<file path="src/rtl/sdp_relu_core_ctrl.sv">
// Sequencer and 2-stage valid/ready ReLU pipeline for the SDP X datapath.
// Optional stall counter output perf_stall_cnt is enabled by defining SDP_RELU_CTRL_PERF_EN.
module sdp_relu_core_ctrl #(
  parameter int DW = 16,
  parameter int CW = 16
) (
  input  logic          nvdla_core_clk,
  input  logic          nvdla_core_rstn,
  input  logic          op_en,
  input  logic          cfg_relu_bypass,
  input  logic [CW-1:0] cfg_count,
  input  logic          chn_in_pvld,
  output logic          chn_in_prdy,
  input  logic [DW-1:0] chn_in_pd,
  output logic          chn_out_pvld,
  input  logic          chn_out_prdy,
  output logic [DW-1:0] chn_out_pd,
  output logic          core_wen,
  output logic [1:0]    fsm_state,
`ifdef SDP_RELU_CTRL_PERF_EN
  output logic [31:0]   perf_stall_cnt,
`endif
  output logic          op_done
);

  typedef enum logic [1:0] {IDLE = 2'd0, RUN = 2'd1, DRAIN = 2'd2, DONE = 2'd3} state_t;

  state_t        r_state;
  logic [CW-1:0] r_cfg_count;
  logic          r_cfg_byp;
  logic [CW-1:0] r_in_cnt;
  logic          r_s1_vld, r_s2_vld;
  logic [DW-1:0] r_s1_pd, r_s2_pd;

  logic          w_s1_adv, w_in_prdy, w_accept, w_start;
  logic [DW-1:0] w_relu;

  assign w_s1_adv  = r_s1_vld && (!r_s2_vld || chn_out_prdy);
  assign w_in_prdy = (r_state == RUN) && (!r_s1_vld || w_s1_adv);
  assign w_accept  = chn_in_pvld && w_in_prdy;
  assign w_start   = (r_state == IDLE) && op_en;
  // Sign bit alone decides the clamp, so the most negative value also maps to 0.
  assign w_relu    = (!r_cfg_byp && chn_in_pd[DW-1]) ? '0 : chn_in_pd;

  assign chn_in_prdy  = w_in_prdy;
  assign core_wen     = w_accept;
  assign chn_out_pvld = r_s2_vld;
  assign chn_out_pd   = r_s2_pd;
  assign fsm_state    = r_state;
  assign op_done      = (r_state == DONE);

  always_ff @(posedge nvdla_core_clk or negedge nvdla_core_rstn) begin
    if (!nvdla_core_rstn) begin
      r_state     <= IDLE;
      r_cfg_count <= '0;
      r_cfg_byp   <= 1'b0;
      r_in_cnt    <= '0;
    end else begin
      case (r_state)
        IDLE: if (op_en) begin
          r_state     <= RUN;
          r_cfg_count <= cfg_count;
          r_cfg_byp   <= cfg_relu_bypass;
          r_in_cnt    <= '0;
        end
        RUN: if (w_accept) begin
          // Compare before increment: a full-range count wraps only after leaving RUN.
          r_in_cnt <= r_in_cnt + 1'b1;
          if (r_in_cnt == r_cfg_count) r_state <= DRAIN;
        end
        DRAIN: if (!r_s1_vld && !r_s2_vld) r_state <= DONE;
        DONE:  r_state <= IDLE;
        default: r_state <= IDLE;
      endcase
    end
  end

  always_ff @(posedge nvdla_core_clk or negedge nvdla_core_rstn) begin
    if (!nvdla_core_rstn) begin
      r_s1_vld <= 1'b0;
      r_s1_pd  <= '0;
      r_s2_vld <= 1'b0;
      r_s2_pd  <= '0;
    end else begin
      if (w_accept) begin
        r_s1_vld <= 1'b1;
        r_s1_pd  <= w_relu;
      end else if (w_s1_adv) begin
        r_s1_vld <= 1'b0;
      end
      if (w_s1_adv) begin
        r_s2_vld <= 1'b1;
        r_s2_pd  <= r_s1_pd;
      end else if (chn_out_prdy) begin
        r_s2_vld <= 1'b0;
      end
    end
  end

`ifdef SDP_RELU_CTRL_PERF_EN
  logic [31:0] r_perf;
  logic        w_stall;

  assign w_stall        = ((r_state == RUN) || (r_state == DRAIN)) && r_s2_vld && !chn_out_prdy;
  assign perf_stall_cnt = r_perf;

  always_ff @(posedge nvdla_core_clk or negedge nvdla_core_rstn) begin
    if (!nvdla_core_rstn)               r_perf <= '0;
    else if (w_start)                   r_perf <= '0;
    else if (w_stall && (r_perf != '1)) r_perf <= r_perf + 32'd1;
  end
`endif

endmodule
</file>
<file path="config.mk">
export PLATFORM = sky130hd
export DESIGN_NAME = sdp_relu_core_ctrl
export DESIGN_NICKNAME = d
export VERILOG_FILES = /design/src/rtl/sdp_relu_core_ctrl.sv
export SDC_FILE = /design/constraint.sdc
export NUM_CORES = 1
export LEC_CHECK = 0
export CAP_MARGIN = 20
export CORE_MARGIN = 4
export CORE_UTILIZATION = 56
export DETAILED_ROUTE_END_ITERATION = 16
export GPL_TIMING_DRIVEN = 0
export PLACE_DENSITY = 0.87
export RECOVER_POWER = 50
export SYNTH_ARGS = -nofsm -noshare
export SYNTH_HDL_FRONTEND = slang
export SYNTH_SLANG_ARGS = --single-unit
</file>
<file path="constraint.sdc">
create_clock -name nvdla_core_clk -period 2.7 [get_ports nvdla_core_clk]
set_input_delay 0.27 -clock nvdla_core_clk [delete_from_list [all_inputs] [get_ports nvdla_core_clk]]
set_output_delay 0.27 -clock nvdla_core_clk [all_outputs]
set_load 0.03 [all_outputs]
</file>
# Word-level counts from Yosys, hierarchy flattened
# Cells that the tools add are included.
# word_totals
ff_bits	69
inputBits	38
out_inout_bits	22
wordCells	47
# op_classes
n_addsub	1
n_eq_ne	8
mux	13
n_reduce_logical	17
# op_table
op	n
two-way mux 16 bit	3
one-hot mux 16 bit (2 select lines)	1
adder 16 x 1 -> 16 bit (second input constant)	1
== test 16 bit	1
two-way mux 2 bit	4
one-hot mux 2 bit (4 select lines)	1
inequality test 2 bit (second input constant)	3
nonzero test 2 bit	3
logical AND 1 bit	5
== test 2 bit (second input constant)	2
two-way mux 1 bit	4
AND reduction 4 bit	1
logical NOT 1 bit	3
AND reduction 3 bit	1
== test 2 x 1 -> 1 bit (second input constant)	1
logical NOT 2 bit	1
logical OR 1 bit	2
inequality test 2 x 1 -> 1 bit (second input constant)	1
AND reduction 2 bit	1

# Longest topological paths before layout
# Gate-level depths: netlist of run 1.
# depth
ltp_word	8
ltp_mapped	9
ltp_nobuf	8

# Least setup slack after synthesis of run 1
# Ideal clock, no wire load.
# synth_path
kind	register to register
from	register r_state[1], in the netlist fsm_state[1]
to	register r_s1_pd[10]
setup_ps	68
t_arrival_ps	1991
setup_slack_ps	642
stages_incl_launch_ff	9
cell_sequence	dfrtp_1 > inv_1 > ha_1 > and2_1 > nand2_1 > inv_1 > clkbuf_1 > nand3_1 > nand2_1
# synth_via
elab_chain_len	3
# synth_lines
element	line	rtl
start, declared	28	state_t r_state;
start signal, assigned	54	r_state <= IDLE;
start signal, assigned	61	r_state <= RUN;
start signal, assigned	69	if (r_in_cnt == r_cfg_count) r_state <= DRAIN;
== test 2 x 1 -> 1 bit	39	assign w_in_prdy = (r_state == RUN) && (!r_s1_vld || w_s1_adv);
logical AND 1 bit	39	
logical AND 1 bit	40	assign w_accept = chn_in_pvld && w_in_prdy;
via core_wen	18	output logic core_wen,
end signal, assigned	87	r_s1_pd <= w_relu;
end, declared	33	logic [DW-1:0] r_s1_pd, r_s2_pd;
# The timed path passes the listed nets, and every way through them passes these cells.
# A chain may end at the register's enable or synchronous reset.

# Worst setup path after layout of run 1
# layout_path
from	register r_state[1], in the netlist fsm_state[1]
to	output chn_in_prdy
# layout_via
elab_chain_len	2
# layout_lines
element	line	rtl
== test 2 x 1 -> 1 bit	39	
logical AND 1 bit	39	
end, declared	13	output logic chn_in_prdy,
# Every way passes these cells.

==> metrics.yaml, run 1 <==
grt:
  grt_pass1_vias: 2389
  grt_pass1_wl_um: 11600
  grt_antenna_before_repair: 0
  grt-ovfl-total: 0
  grt_max_degree: 70
  gr-usage-all-layers_pct: 21.3
sta:
  finalCriticalPeriod_ps: 2510
  slew-limit-headroom_pct: -10.3
  max_freq_ghz: 0.399
  maxSlewViolCount: 70
  hold_viol: 0
  fin_crit_sh_pct: 92.9
  clock_skew_ps: 7.03
  rsz0062_at_grt: "false"
  setup_violations: 0
  tightest_slew_ps: 1650
placed_design:
  gp_congestion: 0.879
  placedCellCount: 414
  dpl.hpwl_um: 4740
  placedInstanceArea_sq_um: 3840
  port_buffers: 59
logic_synthesis:
  synth.most_common_cell: "dfrtp_1"
  async_flop_share_pct: 100
  syn_area_sq_um: 3160
  synth_seq_area_share_pct: 54.6
  synthTopCellsByArea: "dfrtp_1 55%, mux2_2 12%, nand2_1 5.9%, xnor2_1 4.7%, nand3_1 3.5%"
  avgSynthCellArea_sq_um: 11.2
  ys_top_cells_by_count: "69 x dfrtp_1, 50 x nand2_1, 33 x mux2_2, 22 x nand3_1, 17 x xnor2_1"
  syn_inst: 283
  synth_top_area_share_pct: 54.6
  synth_seq_cells: 69
  synth_warnings: 0
  synth-edff-count: 0
  yosys.area.top_type: "dfrtp_1"
  syn_nets: 327
  synth_cell_types: 37
  synth_ff_type: "dfrtp_1"
run_status:
  violations: "max-capacitance violations, max-slew violations"
  status: "finished, violations left"
route:
  drt-wirelength-per-cell_um: 15.8
  first_iter_violations: 209
  via_per_inst: 5.54
  wl_met1_um: 2950
  drt_wl_total_um: 6780
  top_layer_used: "met4"
  routed-wl-met3_um: 371
  drc: 0
  met2_length_um: 3360
  vias: 2376
  ant_nets: 0
  drtPass1Iterations: 5
floorplanning:
  io_pins: 60
  core-area_sq_um: 5510
  std_cell_rows: 27
  die_w_um: 83.1
  die-area_sq_um: 6910
  dieHeight_um: 83.1
  initial_core_util_pct: 57.4
critical_path:
  path_delay_family: "buffers and inverters"
  worst-path-max-fanout: 10
  setup.worst_path.start_class: "flop"
  max_stage_delay_ps: 670
  cp_num_buf_inv: 3
  arrival_ps: 2240
  crit_chain: "inv_1 -> ha_1 -> clkbuf_2 -> and2_1 -> clkdlybuf4s50_1"
  critPathKind: "reg2out"
  cp-end-kind: "primary output"
  slowest_stage: "clkdlybuf4s50_1"
  cp.required_ps: 2430
clocking:
  clk-insertion-delay-late_ps: 350
  clk_pin_slew_worst_paths_ps: 70
  cts_root_buf: "clkbuf_8"
  cts_hold_buffers: 0
  cts_setup_buffers: 0
  clock_sinks: 69
  cts_max_level: 3
  cts_buffer_depth: 2
  numCtsBuffers: 9
  cts_tree: "yes"
power:
  power_density_nw_per_um2: 694
  p_sw_share_pct: 29.6
  p_leak_uw: 0.00189
  combPwrFrac_pct: 22.7
  clkPwrFrac_pct: 32.3
  p_switching_uw: 834
  p_int_uw: 1980
  seq_power_share_pct: 45.0
  ir_drop_mv: 0.396
cells_and_area:
  antennaDiodeCount: 0
  area_delta_synth_final_pct: 28.2
  nNetsFinal: 396
  design_area_sq_um: 4050
  drive_gt1_share_pct: 16.0
  fin_util_pct: 73.6
  final_cell_count_no_fill: 429
flow_run:
  maxCapViolCount: 1
worst_hold_path:
  hold_path_class: "in2async"
## cells in the final DEF, fill, tap and decap left out, types with 5 or more instances in the layout
master / count
dfrtp_1: 69
clkdlybuf4s50_1: 56
nand2_1: 49
mux2_2: 33
nand3_1: 22
xnor2_1: 17
o21ai_0: 10
nand4_1: 10
nor2_1: 9
clkbuf_8: 9
ha_1: 6
clkbuf_1: 5
## cell type report
| type | instances | area [sq um] |
|---|---|---|
| well taps | 72 | 90.1 |
| plain buffers | 8 | 41.3 |
| fillers | 379 | 1450 |
| clock buffers | 10 | 128 |
| multi-input cells | 200 | 1370 |
| repair buffers | 59 | 584 |
| flip-flops and latches | 69 | 1730 |
| inverters | 5 | 22.5 |
| clock inverters | 6 | 87.6 |
## worst paths after layout
check,depth (start not counted),endpoint,slack (ps),startpoint
worst min register to register,2,r_s1_pd[6],470,r_s1_pd[6]
min in group nvdla_core_clk,2,r_s1_pd[6],470,r_s1_pd[6]
worst max-delay path,5,chn_in_prdy,190,fsm_state[1]
worst max register to register,8,r_in_cnt[7],460,fsm_state[1]
max in group asynchronous,1,r_in_cnt[4],1380,nvdla_core_rstn
worst min-delay path,1,r_in_cnt[9],350,nvdla_core_rstn
## power by group through the flow
stage,Sequential [uW],Combinational (uW),Clock (uW)
floorplan,1370,271,0
global placement,1270,628,0
detailed placement,1280,639,0
CTS,1260,644,922
global route,1280,687,982
finish,1270,639,909
## stage by stage
step | power (uW) | TNS (ps) | hold slack, ps | worst slack [ps]
after floorplan | 1640 | 0 | -25.6 | 642
after global placement | 1900 | -60990 | 445 | -885
after detailed placement | 1920 | -125 | 434 | -125
after CTS | 2830 | 0 | 59.6 | 2.50
after global routing | 2950 | 0 | 455 | 23.1
final | 2810 | 0 | 353 | 191
## repair_timing
item	4_1_cts	5_1_grt
gates cloned	0	0
resized for setup	1	4
pin swaps	0	0
endpoints found under the setup margin	1	2
## worst register-to-register path: cells and delay by family (launching register included)
family | cells | cell delay, ps
AO/OA/AOI/OAI | 3 | 690
flip-flops | 1 | 410
buffers and inverters | 2 | 380
adder cells (fa/ha/maj) | 1 | 250
AND/OR/NAND/NOR | 2 | 420
## sequential cells by signal, indices dropped and copies added, names as in the netlist
register / cells
r_cfg_count: 16
fsm_state: 2
r_s1_pd: 16
r_cfg_byp: 1
chn_out_pd: 16
r_in_cnt: 16
chn_out_pvld: 1
r_s1_vld: 1
## metal layers
layer | global-route usage [%] | vias up
met1 | 28.0 | 1176
met2 | 33.6 | 68
li1 | - | 1123
met4 | 8.47 | 0
met3 | 5.75 | 9
met5 | 0 | -
## cells by family (layout without fill, tap and decap cells)
kind of cell | Yosys count | in the layout | share of synthesized area (%)
xor+xnor | 22 | 22 | 6.33
fa+ha+maj | 6 | 6 | 2.38
simple gates | 111 | 111 | 16.9
compound gates | 25 | 25 | 4.99
mux | 36 | 36 | 12.7
buf+inv | 14 | 88 | 2.02
flops | 69 | 69 | 54.6
Power figures use the tool's default switching activity.
==> run 2, diff against run 1 <==
--- a/config.mk
+++ b/config.mk
@@ -5,7 +5,7 @@
 export SDC_FILE = /design/constraint.sdc
 export NUM_CORES = 1
 export LEC_CHECK = 0
-export CAP_MARGIN = 20
+export CAP_MARGIN = 10
 export CORE_MARGIN = 4
 export CORE_UTILIZATION = 56
 export DETAILED_ROUTE_END_ITERATION = 16
==> results of run 2 <==
No change in the layout: final DEF, timing and power equal those of run 1.
